`src/rtl/pipe_front_regs.sv`:
```
`default_nettype none
// ============================================================================
// Module   : pipe_front_regs
// Brief    : PC, IF/ID and ID/EX registers with stall/bubble/flush handling
//            and the halt drain state machine.
//            Optional macro PIPE_STALL_STATS_EN adds stall/bubble counters.
// Revision : 1.0 - initial release
// ============================================================================
module pipe_front_regs #(
    parameter logic [31:0] RESET_PC     = 32'h0000_0000,
    parameter int          CTRL_W       = 16,
    parameter int          DRAIN_CYCLES = 3
) (
    input  logic              clk,
    input  logic              reset,
    input  logic              hazardPCenable,
    input  logic              hazardIFIDenable,
    input  logic              hazardIDEXenable,
    input  logic              branch_taken,
    input  logic [31:0]       branch_target,
    input  logic [31:0]       F_instruction,
    input  logic [CTRL_W-1:0] D_ctrl,
    input  logic [4:0]        D_rt,
    input  logic              D_MemRead,
    output logic [31:0]       PC,
    output logic [31:0]       D_instruction,
    output logic [31:0]       D_pc_plus4,
    output logic              D_valid,
    output logic [CTRL_W-1:0] X_ctrl,
    output logic [4:0]        X_rt,
    output logic              X_MemRead,
    output logic              X_valid,
    output logic              halted
`ifdef PIPE_STALL_STATS_EN
    ,
    output logic [31:0]       stall_cycles,
    output logic [31:0]       bubble_count
`endif
);

    localparam logic [1:0] c_ST_RUN    = 2'd0;
    localparam logic [1:0] c_ST_DRAIN  = 2'd1;
    localparam logic [1:0] c_ST_HALTED = 2'd2;
    localparam logic [5:0] c_HALT_OP   = 6'h3f;
    localparam logic [3:0] c_DRAIN_LD  = 4'(DRAIN_CYCLES - 1);

    logic [1:0]        r_state;
    logic [3:0]        r_drain_cnt;
    logic              r_halted;
    logic [31:0]       r_pc;
    logic [31:0]       r_d_inst;
    logic [31:0]       r_d_pc4;
    logic              r_d_valid;
    logic [CTRL_W-1:0] r_x_ctrl;
    logic [4:0]        r_x_rt;
    logic              r_x_memread;
    logic              r_x_valid;

    logic              w_frozen;
    logic              w_bubble;
    logic [31:0]       w_pc_plus4;
    logic              w_halt_in_d;

    assign w_frozen    = (r_state == c_ST_HALTED);
    assign w_bubble    = w_frozen || branch_taken || hazardIDEXenable;
    assign w_pc_plus4  = r_pc + 32'd4;
    assign w_halt_in_d = r_d_valid && (r_d_inst[31:26] == c_HALT_OP);

    // Fetch side: branch redirect outranks the hazard unit's hold request.
    always_ff @(posedge clk) begin
        if (reset) begin
            r_pc      <= RESET_PC;
            r_d_inst  <= 32'd0;
            r_d_pc4   <= 32'd0;
            r_d_valid <= 1'b0;
        end else if (!w_frozen) begin
            if (branch_taken) begin
                r_pc <= branch_target;
            end else if (hazardPCenable) begin
                r_pc <= w_pc_plus4;
            end

            if (branch_taken) begin
                r_d_inst  <= 32'd0;
                r_d_pc4   <= 32'd0;
                r_d_valid <= 1'b0;
            end else if (hazardIFIDenable) begin
                r_d_inst  <= F_instruction;
                r_d_pc4   <= w_pc_plus4;
                r_d_valid <= 1'b1;
            end
        end
    end

    // A bubble clears X_MemRead too, so a stale X_rt cannot re-trigger a load-use stall.
    always_ff @(posedge clk) begin
        if (reset || w_bubble) begin
            r_x_ctrl    <= '0;
            r_x_rt      <= 5'd0;
            r_x_memread <= 1'b0;
            r_x_valid   <= 1'b0;
        end else begin
            r_x_ctrl    <= D_ctrl;
            r_x_rt      <= D_rt;
            r_x_memread <= D_MemRead;
            r_x_valid   <= r_d_valid;
        end
    end

    always_ff @(posedge clk) begin
        if (reset) begin
            r_state     <= c_ST_RUN;
            r_drain_cnt <= 4'd0;
            r_halted    <= 1'b0;
        end else begin
            case (r_state)
                c_ST_RUN: begin
                    if (w_halt_in_d && !branch_taken) begin
                        r_state     <= c_ST_DRAIN;
                        r_drain_cnt <= c_DRAIN_LD;
                    end
                end
                c_ST_DRAIN: begin
                    // A branch resolving behind the halt means the halt was wrong-path.
                    if (branch_taken) begin
                        r_state     <= c_ST_RUN;
                        r_drain_cnt <= 4'd0;
                    end else if (r_drain_cnt == 4'd0) begin
                        r_state  <= c_ST_HALTED;
                        r_halted <= 1'b1;
                    end else begin
                        r_drain_cnt <= r_drain_cnt - 4'd1;
                    end
                end
                c_ST_HALTED: begin
                    r_halted <= 1'b1;
                end
                default: begin
                    r_state     <= c_ST_RUN;
                    r_drain_cnt <= 4'd0;
                end
            endcase
        end
    end

`ifdef PIPE_STALL_STATS_EN
    logic [31:0] r_stall_cycles;
    logic [31:0] r_bubble_count;
    logic        w_stats_live;

    assign w_stats_live = !w_frozen && !branch_taken;

    always_ff @(posedge clk) begin
        if (reset) begin
            r_stall_cycles <= 32'd0;
            r_bubble_count <= 32'd0;
        end else if (w_stats_live) begin
            if (!hazardPCenable && (r_stall_cycles != 32'hFFFF_FFFF)) begin
                r_stall_cycles <= r_stall_cycles + 32'd1;
            end
            if (hazardIDEXenable && (r_bubble_count != 32'hFFFF_FFFF)) begin
                r_bubble_count <= r_bubble_count + 32'd1;
            end
        end
    end

    assign stall_cycles = r_stall_cycles;
    assign bubble_count = r_bubble_count;
`endif

    assign PC            = r_pc;
    assign D_instruction = r_d_inst;
    assign D_pc_plus4    = r_d_pc4;
    assign D_valid       = r_d_valid;
    assign X_ctrl        = r_x_ctrl;
    assign X_rt          = r_x_rt;
    assign X_MemRead     = r_x_memread;
    assign X_valid       = r_x_valid;
    assign halted        = r_halted;

endmodule
`default_nettype wire

```
`config.mk`:
```
export PLATFORM = sky130hd
export DESIGN_NAME = pipe_front_regs
export DESIGN_NICKNAME = d
export VERILOG_FILES = /design/src/rtl/pipe_front_regs.sv
export SDC_FILE = /design/constraint.sdc
export NUM_CORES = 1
export LEC_CHECK = 0
export ABC_AREA = 1
export CAP_MARGIN = 10
export CORE_ASPECT_RATIO = 1.5
export CORE_MARGIN = 2
export CORE_UTILIZATION = 39
export CTS_CLUSTER_SIZE = 10
export DETAILED_ROUTE_END_ITERATION = 7
export GPL_TIMING_DRIVEN = 0
export PLACE_DENSITY_LB_ADDON = 0.05
export SYNTH_ARGS = -nofsm -noshare
export SYNTH_HDL_FRONTEND = slang
export SYNTH_SLANG_ARGS = --single-unit
```
`constraint.sdc`:
```
create_clock -name clk -period 1.9 [get_ports clk]
set_input_delay 0.285 -clock clk [delete_from_list [all_inputs] [get_ports clk]]
set_output_delay 0.285 -clock clk [all_outputs]
set_load 0.05 [all_outputs]
```
# After elaboration in Yosys (flattened, before gate mapping)
# Cells that the tools add are included.
# Widths: inputs -> output; s select.
[classes]
n_addsub = 2
n_eq_ne = 8
muxes = 19
bitwise = 1
reduce_logical = 16
[op_table]
columns = ["op", "count"]
rows = [
  ["$mux 32", 6],
  ["$add 32x3->32 const B", 1],
  ["$mux 4", 3],
  ["$pmux 4 s3", 1],
  ["$reduce_and 3->1", 3],
  ["$eq 6x6->1 const B", 1],
  ["$mux 2", 3],
  ["$ne 2x2->1 const B", 3],
  ["$ne 3x3->1 const B", 2],
  ["$pmux 2 s3", 1],
  ["$reduce_bool 2->1", 3],
  ["$logic_not 4->1", 1],
  ["$mux 1", 4],
  ["$reduce_and 2->1", 2],
  ["$sub 4x1->4 const B", 1],
  ["$logic_or 1x1->1", 3],
  ["$eq 2x1->1 const B", 1],
  ["$eq 2x2->1 const B", 1],
  ["$logic_and 1x1->1", 2],
  ["$logic_not 2->1", 1],
  ["$pmux 1 s2", 1],
  ["$logic_not 1->1", 1],
  ["$not 1->1", 1],
]
[word_totals]
ff_bits = 127
input_bits = 92
output_inout_bits = 121
elab_cells = 57

# Depth between registers and ports, before layout
# Gate-level depths: netlist of the first run.
[depth]
depth_word = 5
ltp_mapped = 9
mapped_depth_nobuf = 9

# Worst setup path after synthesis of the first run
# OpenSTA, ideal clock, no wires.
[synth_path]
kind = "reg-to-reg"
start = "reg r_pc[3] (netlist: PC[3])"
end = "reg r_pc[18] (netlist: PC[18])"
arrival_time_ns = 1.717
required_ns = 1.830
setup_slack_ns = 0.113
stages_incl_launch_ff = 10
path_buffers = 0
cell_sequence = "dfxtp_1 ha_1 nand2_1 nor2_1 nand2_2 nor2_4 nor2_1 nor2_1 nand2_1 a21oi_1"
[synth_via]
elab_chain_len = 3
[synth_rtl]
columns = ["element", "line", "text"]
rows = [
  ["start: declaration", "50", "logic [31:0] r_pc;"],
  ["start signal: assignment", "78", "r_pc <= branch_target;"],
  ["start signal: assignment", "80", "r_pc <= w_pc_plus4;"],
  ["$add 32x3->32", "66", "assign w_pc_plus4 = r_pc + 32'd4;"],
  ["$mux 32", "79", "end else if (hazardPCenable) begin"],
  ["$mux 32", "77", "if (branch_taken) begin"],
]
# Every way passes these cells. The select of a mux whose other input is x is not followed.
# A chain may end at the register's enable or synchronous reset.

# Worst setup path in the final report of the first run
[layout_path]
start = "reg r_d_pc4[3] (netlist: D_pc_plus4[3])"
end = "out D_pc_plus4[3]"
[layout_lines]
columns = ["element", "line", "text"]
rows = [
  ["start: declaration", "52", "logic [31:0] r_d_pc4;"],
  ["start signal: assignment", "89", "r_d_pc4 <= w_pc_plus4;"],
  ["end: declaration", "27", "output logic [31:0] D_pc_plus4,"],
]
# No word-level cell between the ends.

==> reports/summary.txt, run 1 <==
outcome = completed
capturing point of the worst reg2reg path = PC[16]
fraction of post-synthesis cell area in the top cell type by area = 46.8%
Max Transition Viols Final = 0
cell type of the slowest stage on the worst timing path = sky130_fd_sc_hd__clkdlybuf4s50_1
Tightest Pin Transition = 562 ps
fraction of synthesis flops using an asynchronous set or reset pin = 0%
max capacitance violation total = 0
Worst Reg2Reg Path Length in Cells = 8
Worst Hold End = D_pc_plus4[0]
launching point of the worst reg2reg path = PC[12]
horizontal die dimension = 100 um
Hold Startpoint = reset
Seq pwr share = 37.0%
total clock buffers created by CTS = 17
RD Place Congestion = 0.947
clock-pin transition on the worst setup and hold timing paths = 60 ps
Data arrival, critical path = 1580 ps
Mapped Nets = 835
Nets = 1065
fraction of the cycle the final worst path needs = 98.2%
GR Layer Usage met3 = 5.69%
GR met2 Demand/Resource = 46.2%
Gate power share = 16.5%
number of enable flip-flop cells after synthesis = 0
die span in y = 149 um
Hold WC Path Type = in -> reg
global route hottest layer = met2
number of different library cells in the post-synthesis netlist = 35
drt first-iter violations = 209
clock latency of the later-clocked register in the worst-skew pair = 410 ps
Buffers on Ports = 211
dominant cells by area after synthesis = sky130_fd_sc_hd__dfxtp_1 47%, sky130_fd_sc_hd__a21oi_1 12%, sky130_fd_sc_hd__nand2_1 11%
number of standard cells after synthesis = 740
post-detailed-placement half-perimeter wirelength = 13800 um
total negative slack = 0 ps
cell-by-cell listing of the critical path = clkdlybuf4s50_1
pin count of the biggest net entering global routing = 17
H-tree lvl count = 4
register bit total from synthesis = 127
Clk network pwr share = 46.6%
clock period minus final worst setup slack = 1870 ps
ports placed on the boundary = 213
final instance count without filler cells = 1146
number of buffers on the longest clock path = 2
element type at the critical path start = register
Post CTS Setup Buffer Count = 0
ratio of routed vias to standard cells = 5.00
number of clock sinks = 127
number of cells traversed by the worst hold path = 2
largest voltage drop on the vdd net = 0.555 mV
mean cell area of the mapped netlist = 7.34 um2
Syn Std Cell Area = 0.00543 mm2
internal power summed over all cells = 0.00568 W
final number of hold-violating endpoints = 0
leakage power total = 3.50 nW
final setup violation count = 0
total of warnings raised by yosys = 0
unrepaired setup endpoints after global routing = no
most common library cell in the layout ignoring fill and taps = sky130_fd_sc_hd__clkdlybuf4s50_1
P_sw = 0.00219 W
met1 track demand over resource = 24.9%
first-pass GRT wire length = 28300 um
Storage cell area = 0.00254 mm2
overall global routing resource usage = 24.2%
PwrDens = 936 mW/mm2
Detailed Route WL = 18000 um
highest-count cells in the layout ignoring fill and taps = 165 x sky130_fd_sc_hd__clkdlybuf4s50_1, 163 x sky130_fd_sc_hd__nand2_1, 129 x sky130_fd_sc_hd__a21oi_1
placeable core area = 0.0135 mm2
classification of the worst setup path = reg -> out
maximum fanout along the worst path = 2
sequential area share after synthesis = 46.8%
footprint of the multi-input gates = 0.00244 mm2
commonest register cell after synthesis = sky130_fd_sc_hd__dfxtp_1
number of optimization iterations in the first detailed-route pass = 5
most area-hungry cell type in the Yosys netlist = sky130_fd_sc_hd__dfxtp_1
Highest Clock Rate = 0.536 GHz
initial antenna violation count = 1
critical path required time = 1620 ps
max_slew headroom = 62.4%
fill count = 1274
Setup crit end kind = output pin
Post-DRT Antenna Nets = 0
via count = 5727
buffering stage count on the worst path with inverters included = 1
placed instance count = 1113
effective utilization at floorplan = 40.2%
TritonCTS clock tree = done
Placement Rows = 52
Sw Ratio = 27.8%
total global routing overflow = 0
worst stage delay on the critical path = 840 ps
setup slack, reg-to-reg = 140 ps
DRC Markers = 0
min setup slack post-route = 33.8 ps
Area growth, synth to finish = 54.7%
clock tree root buffer cell = sky130_fd_sc_hd__clkbuf_16
DR WL/cell = 15.7 um
vias in the first global route = 5725
Fin Hold WS = 346 ps
Worst Skew = 8.90 ps
full die area = 0.0149 mm2
CP delay by family, top = buffers and inverters
worst setup slack after placement = -39.3 ps
layout cell share with drive strength beyond 1 = 8.55%
power consumption = 0.00787 W
## kinds of logic after synthesis
logic type,share of synthesized area [%]
adder cells (fa/ha/maj),0.691
buffers and inverters,8.36
XOR/XNOR,0.645
flip-flops,46.8
AO/OA/AOI/OAI,19.1
AND/OR/NAND/NOR,24.4
## metal layers
layer	vias to the layer above	share of wire, %
met5	-	0
met4	0	2.9
met3	35	5.4
met2	184	55
met1	2627	37
li1	2881	-
## cell type report
type                    instances  area share (%)
well taps                     162            2.41
multi-input cells             515            29.0
clock inverters                12            2.47
flip-flops and latches        127            30.2
diodes                          1          0.0298
plain buffers                  38            2.66
repair buffers                211            25.0
clock buffers                  20            5.43
inverters                      60            2.74
## power groups by stage
| stage | clock, W | combinational (W) | sequential [W] |
|---|---|---|---|
| after CTS | 0.00371 | 0.00131 | 0.00291 |
| after global placement | 0 | 0.00132 | 0.00296 |
| after global routing | 0.00383 | 0.00138 | 0.00292 |
| after floorplan | 0 | 0.000340 | 0.00339 |
| after detailed placement | 0 | 0.00134 | 0.00296 |
| final | 0.00366 | 0.00130 | 0.00291 |
## flip-flops by register name (all words and copies together) (netlist names)
register and cells:
D_instruction 32, halted 1, r_drain_cnt 4, X_rt 5
X_ctrl 16, D_valid 1, r_state 2, X_valid 1
PC 32, X_MemRead 1, D_pc_plus4 32
## worst max path at each step
stage                 startpoint  depth (start not counted)           endpoint  slack (ps)
4_1_cts        D_instruction[28]                          1  D_instruction[28]           4
3_3_place_gp        branch_taken                          7     D_pc_plus4[25]           6
3_5_place_dp        branch_taken                          9     D_pc_plus4[25]         -40
5_1_grt            D_pc_plus4[1]                          1      D_pc_plus4[1]           2
6_report           D_pc_plus4[3]                          1      D_pc_plus4[3]          30
2_1_floorplan              PC[3]                          9             PC[18]         110
## worst register-to-register path: cells and delay by family, from the launching register on
kind	cells	cell delay [ps]
flops	1	440
compound gates	1	140
simple gates	7	1110
## cell usage after synthesis (all sizes together) (2+ instances only)
library cell,count
nand2,169
a21oi,130
dfxtp,127
nor2,92
o21ai,65
inv,60
nand3,35
buf,21
clkbuf,17
xnor2,4
ha,3
nor3,3
or2,3
a211oi,2
and2,2
o21bai,2
## per-stage QoR
step	utilization [%]	cell area, um2
final	62.1	8410
after global routing	62.1	8410
after CTS	61.9	8370
after detailed placement	57.3	7750
after global placement	57.3	7750
after floorplan	-	5430
## repair_timing
| action | in CTS | in global routing |
|---|---|---|
| setup endpoints to repair | 33 | 13 |
| gates resized for setup | 33 | 13 |
| hold buffers | 0 | 0 |
Note: power is estimated with default switching activity, not from simulation.
==> run 2, diff against run 1 <==
==> constraint.sdc (replaced) <==
create_clock -name clk -period 1.7 [get_ports clk]
set_input_delay 0.255 -clock clk [delete_from_list [all_inputs] [get_ports clk]]
set_output_delay 0.255 -clock clk [all_outputs]
set_load 0.05 [all_outputs]
==> run 2 against run 1 <==
Against the previous run:
- global-route usage fell by 0.42 points
- final cell count hardly changed
- die area unchanged
- clock power grew 3%
- total power rose by 6.9%
- sequential share of layout area increased by 0.68 points
- combinational power rose by 7%
- critical path type unchanged
- critical endpoint is now PC[4]
==> reports/summary.txt, run 2 (same netlist as run 1, synthesis figures left out) <==
Nets = 1066
number of cells traversed by the worst hold path = 2
final instance count without filler cells = 1145
Max Transition Viols Final = 0
critical path required time = 1440 ps
Placement Rows = 52
number of buffers on the longest clock path = 2
ports placed on the boundary = 213
Area growth, synth to finish = 51.7%
Hold WC Path Type = in -> reg
clock-pin transition on the worst setup and hold timing paths = 60 ps
final setup violation count = 0
outcome = completed
setup slack, reg-to-reg = 120 ps
clock latency of the later-clocked register in the worst-skew pair = 410 ps
largest voltage drop on the vdd net = 0.572 mV
Worst Skew = 10.8 ps
TritonCTS clock tree = done
element type at the critical path start = register
placeable core area = 0.0135 mm2
via count = 5641
total clock buffers created by CTS = 17
Hold Startpoint = reset
# hold bufs at CTS = 0
cell type of the slowest stage on the worst timing path = sky130_fd_sc_hd__dlygate4sd2_1
H-tree lvl count = 4
vias in the first global route = 5632
DRC Markers = 0
highest-count cells in the layout ignoring fill and taps = 163 x sky130_fd_sc_hd__nand2_1, 129 x sky130_fd_sc_hd__a21oi_1, 122 x sky130_fd_sc_hd__dfxtp_1
overall global routing resource usage = 23.8%
most common library cell in the layout ignoring fill and taps = sky130_fd_sc_hd__nand2_1
horizontal die dimension = 100 um
worst setup path start = PC[4]
RD Place Congestion = 0.916
first-pass GRT wire length = 27700 um
full die area = 0.0149 mm2
worst stage delay on the critical path = 560 ps
Fin Hold WS = 316 ps
layout cell share with drive strength beyond 1 = 9.77%
min setup slack post-route = 53.0 ps
Buffers on Ports = 211
diodes inserted = 0
Worst Hold End = D_pc_plus4[0]
post-detailed-placement half-perimeter wirelength = 13800 um
capturing point of the worst reg2reg path = D_pc_plus4[11]
Detailed Route WL = 17600 um
fraction of the cycle the final worst path needs = 96.9%
Highest Clock Rate = 0.607 GHz
ratio of routed vias to standard cells = 4.93
max_slew headroom = 61.0%
initial antenna violation count = 0
clock period minus final worst setup slack = 1650 ps
total negative slack = 0 ps
cell-by-cell listing of the critical path = dlygate4sd2_1
effective utilization at floorplan = 40.2%
Setup crit end kind = output pin
launching point of the worst reg2reg path = PC[4]
DR WL/cell = 15.4 um
number of clock sinks = 127
leakage power total = 3.61 nW
die span in y = 149 um
classification of the worst setup path = reg -> out
worst setup slack after placement = -204 ps
total cell area at the placement stage = 0.00775 mm2
buffering stage count on the worst path with inverters included = 1
Tightest Pin Transition = 587 ps
CP delay by family, top = buffers and inverters
placed instance count = 1113
max capacitance violation total = 0
final number of hold-violating endpoints = 0
Data arrival, critical path = 1390 ps
Post-DRT Antenna Nets = 0
pin count of the biggest net entering global routing = 17
PwrDens = 1020 mW/mm2
clock tree root buffer cell = sky130_fd_sc_hd__clkbuf_16
total global routing overflow = 0
drt first-iter violations = 154
number of optimization iterations in the first detailed-route pass = 5
final design instance area without fill = 0.00824 mm2
maximum fanout along the worst path = 5
Worst Reg2Reg Path Length in Cells = 8
==> run 2: where the power goes <==
group / switching [W] / leakage [nW] / internal [W] / total, W
clock: 0.00144 / 0.284 / 0.00233 / 0.00376
combinational: 0.000912 / 2.29 / 0.000482 / 0.00139
sequential: 0.000128 / 1.04 / 0.00312 / 0.00325
==> run 2: metal layers <==
layer  part of all wire, %  track usage, %
met3                   7.1            7.61
met5                     0               0
met4                   2.6            10.0
met2                    55            44.7
met1                    35            23.6
==> run 2: layout make-up <==
cell class	instances	area, um2
Clock inverter	14	181
Fill cell	1318	5290
Sequential cell	127	2550
Multi-Input combinational cell	515	2460
Buffer	38	224
Inverter	60	230
Timing Repair Buffer	212	1970
Clock buffer	17	425
Tap cell	162	203
==> run 2: how the worst max path moves through the flow <==
| stage | endpoint | slack (ps) | depth (start not counted) |
|---|---|---|---|
| after floorplan | PC[17] | 60 | 8 |
| after global routing | D_pc_plus4[28] | -4 | 9 |
| final | PC[4] | 50 | 1 |
| after CTS | PC[7] | 3 | 1 |
| after global placement | D_pc_plus4[25] | -180 | 7 |
| after detailed placement | D_pc_plus4[25] | -200 | 7 |
==> run 2: metrics by stage <==
stage	power [W]	utilization [%]
after global placement	0.00479	57.3
after global routing	0.00872	60.9
after floorplan	0.00417	-
final	0.00841	60.9
after CTS	0.00847	60.7
after detailed placement	0.00481	57.3
==> run 2: timing repair <==
| item | in CTS | in global routing |
|---|---|---|
| setup buffers | 0 | 1 |
| pin swaps | 0 | 1 |
| endpoints found under the setup margin | 123 | 28 |
| gates resized for setup | 126 | 21 |
==> run 3, diff against run 2 <==
--- a/config.mk
+++ b/config.mk
@@ -7,7 +7,7 @@
 export LEC_CHECK = 0
 export ABC_AREA = 1
 export CAP_MARGIN = 10
-export CORE_ASPECT_RATIO = 1.5
+export CORE_ASPECT_RATIO = 0.6
 export CORE_MARGIN = 2
 export CORE_UTILIZATION = 39
 export CTS_CLUSTER_SIZE = 10
==> run 3 against run 2 <==
Against the previous run:
- fmax fell by 0.38%
- via count up 1.5%
- clock power shrank 14%
- sequential share of layout area is 0.14 points higher
- largest power group is now sequential cells
==> reports/summary.txt, run 3 (same netlist as run 1, synthesis figures left out) <==
Highest Clock Rate = 0.605 GHz
Nets = 1068
internal power summed over all cells = 0.00546 W
clock-pin transition on the worst setup and hold timing paths = 60 ps
# hold bufs at CTS = 0
number of clock sinks = 127
final design instance area without fill = 0.00821 mm2
Buffers on Ports = 211
leakage power total = 3.60 nW
CP delay by family, top = buffers and inverters
total clock buffers created by CTS = 17
maximum fanout along the worst path = 6
Gate power share = 17.9%
vias in the first global route = 5246
critical path required time = 1440 ps
PwrDens = 965 mW/mm2
layout cell share with drive strength beyond 1 = 10.6%
ports placed on the boundary = 213
pin count of the biggest net entering global routing = 17
Data arrival, critical path = 1400 ps
H-tree lvl count = 4
total cell area at the placement stage = 0.00777 mm2
classification of the worst setup path = reg -> out
element type at the critical path start = register
placeable core area = 0.0136 mm2
cell-by-cell listing of the critical path = dlygate4sd2_1
Max Transition Viols Final = 0
fraction of the cycle the final worst path needs = 97.3%
Post-DRT Antenna Nets = 0
full die area = 0.0149 mm2
worst stage delay on the critical path = 570 ps
number of optimization iterations in the first detailed-route pass = 4
max capacitance violation total = 0
Detailed Route WL = 18600 um
Hold WC Path Type = in -> reg
power consumption = 0.00792 W
buffering stage count on the worst path with inverters included = 1
Tightest Pin Transition = 587 ps
highest-count cells in the layout ignoring fill and taps = 162 x sky130_fd_sc_hd__nand2_1, 129 x sky130_fd_sc_hd__a21oi_1, 122 x sky130_fd_sc_hd__dfxtp_1
Placement Rows = 33
largest voltage drop on the vdd net = 0.630 mV
TritonCTS clock tree = done
DR WL/cell = 16.0 um
initial antenna violation count = 0
horizontal die dimension = 156 um
Seq pwr share = 41.1%
diodes inserted = 0
total global routing overflow = 0
number of buffers on the longest clock path = 2
final setup violation count = 0
clock period minus final worst setup slack = 1650 ps
DRC Markers = 0
Clk network pwr share = 41.1%
P_sw = 0.00246 W
ratio of routed vias to standard cells = 4.93
drt first-iter violations = 361
Setup crit end kind = output pin
final number of hold-violating endpoints = 0
overall global routing resource usage = 24.4%
Area growth, synth to finish = 51.0%
Worst Skew = 15.8 ps
clock tree root buffer cell = sky130_fd_sc_hd__clkbuf_16
RD Place Congestion = 0.889
post-detailed-placement half-perimeter wirelength = 14300 um
max_slew headroom = 60.9%
first-pass GRT wire length = 28100 um
most common library cell in the layout ignoring fill and taps = sky130_fd_sc_hd__nand2_1
die span in y = 95.4 um
effective utilization at floorplan = 39.9%
Sw Ratio = 31.1%
via count = 5724
cell type of the slowest stage on the worst timing path = sky130_fd_sc_hd__dlygate4sd2_1
outcome = completed
clock latency of the later-clocked register in the worst-skew pair = 420 ps
-- run 3: cell count changes in the layout (fill, tap and decap cells not counted), sizes merged --
cell and change:
clkdlybuf4s15 -4, clkinv +8, dlygate4sd2 +3, clkinvlp -2
buf +2, clkbuf +2, inv -4, bufinv -3
-- run 3: per-layer routing --
layer | wire, um | global-route usage [%] | share of wire, %
met1 | 9140 | 35.4 | 49
met2 | 7840 | 36.8 | 42
met3 | 1450 | 5.45 | 7.8
met4 | 126 | 6.19 | 0.68
met5 | 0 | 0 | 0
-- run 3: stage by stage --
step / setup WS, ps / hold WS (ps) / instances / utilization, % / TNS, ps
after global routing: -7.06 / 373 / 1160 / 60.2 / -7.06
after floorplan: 60.6 / 367 / 740 / - / 0
after global placement: -184 / 448 / 1126 / 57.0 / -9390
final: 46.6 / 348 / 1160 / 60.2 / 0
after detailed placement: -230 / 452 / 1126 / 57.0 / -12480
after CTS: 8.96 / 327 / 1157 / 59.8 / 0
-- run 3: cell type report --
cell class / instances / area, um2
Fill cell: 1269 / 5420
Clock buffer: 18 / 429
Inverter: 60 / 230
Multi-Input combinational cell: 515 / 2480
Buffer: 38 / 224
Tap cell: 175 / 219
Clock inverter: 13 / 92.6
Sequential cell: 127 / 2550
Timing Repair Buffer: 214 / 1980
-- run 3: final timing paths --
path	endpoint	startpoint	cells past startpoint	slack, ps
setup / recovery	PC[23]	PC[23]	1	50
hold / removal	D_pc_plus4[0]	reset	2	350
setup reg to reg	PC[20]	PC[2]	9	100
hold reg to reg	D_instruction[1]	D_instruction[1]	2	460
-- run 3: repair_timing --
item,in CTS,in global routing
setup buffers,0,3
pin swaps,0,6
gates resized for setup,124,28
endpoints found under the setup margin,121,43
-- run 3: power by group through the flow --
stage	clock, W	sequential (W)	combinational, W
3_3_place_gp	0	0.00331	0.00148
2_1_floorplan	0	0.00379	0.000380
6_report	0.00325	0.00325	0.00142
5_1_grt	0.00340	0.00327	0.00151
4_1_cts	0.00329	0.00325	0.00141
3_5_place_dp	0	0.00331	0.00150
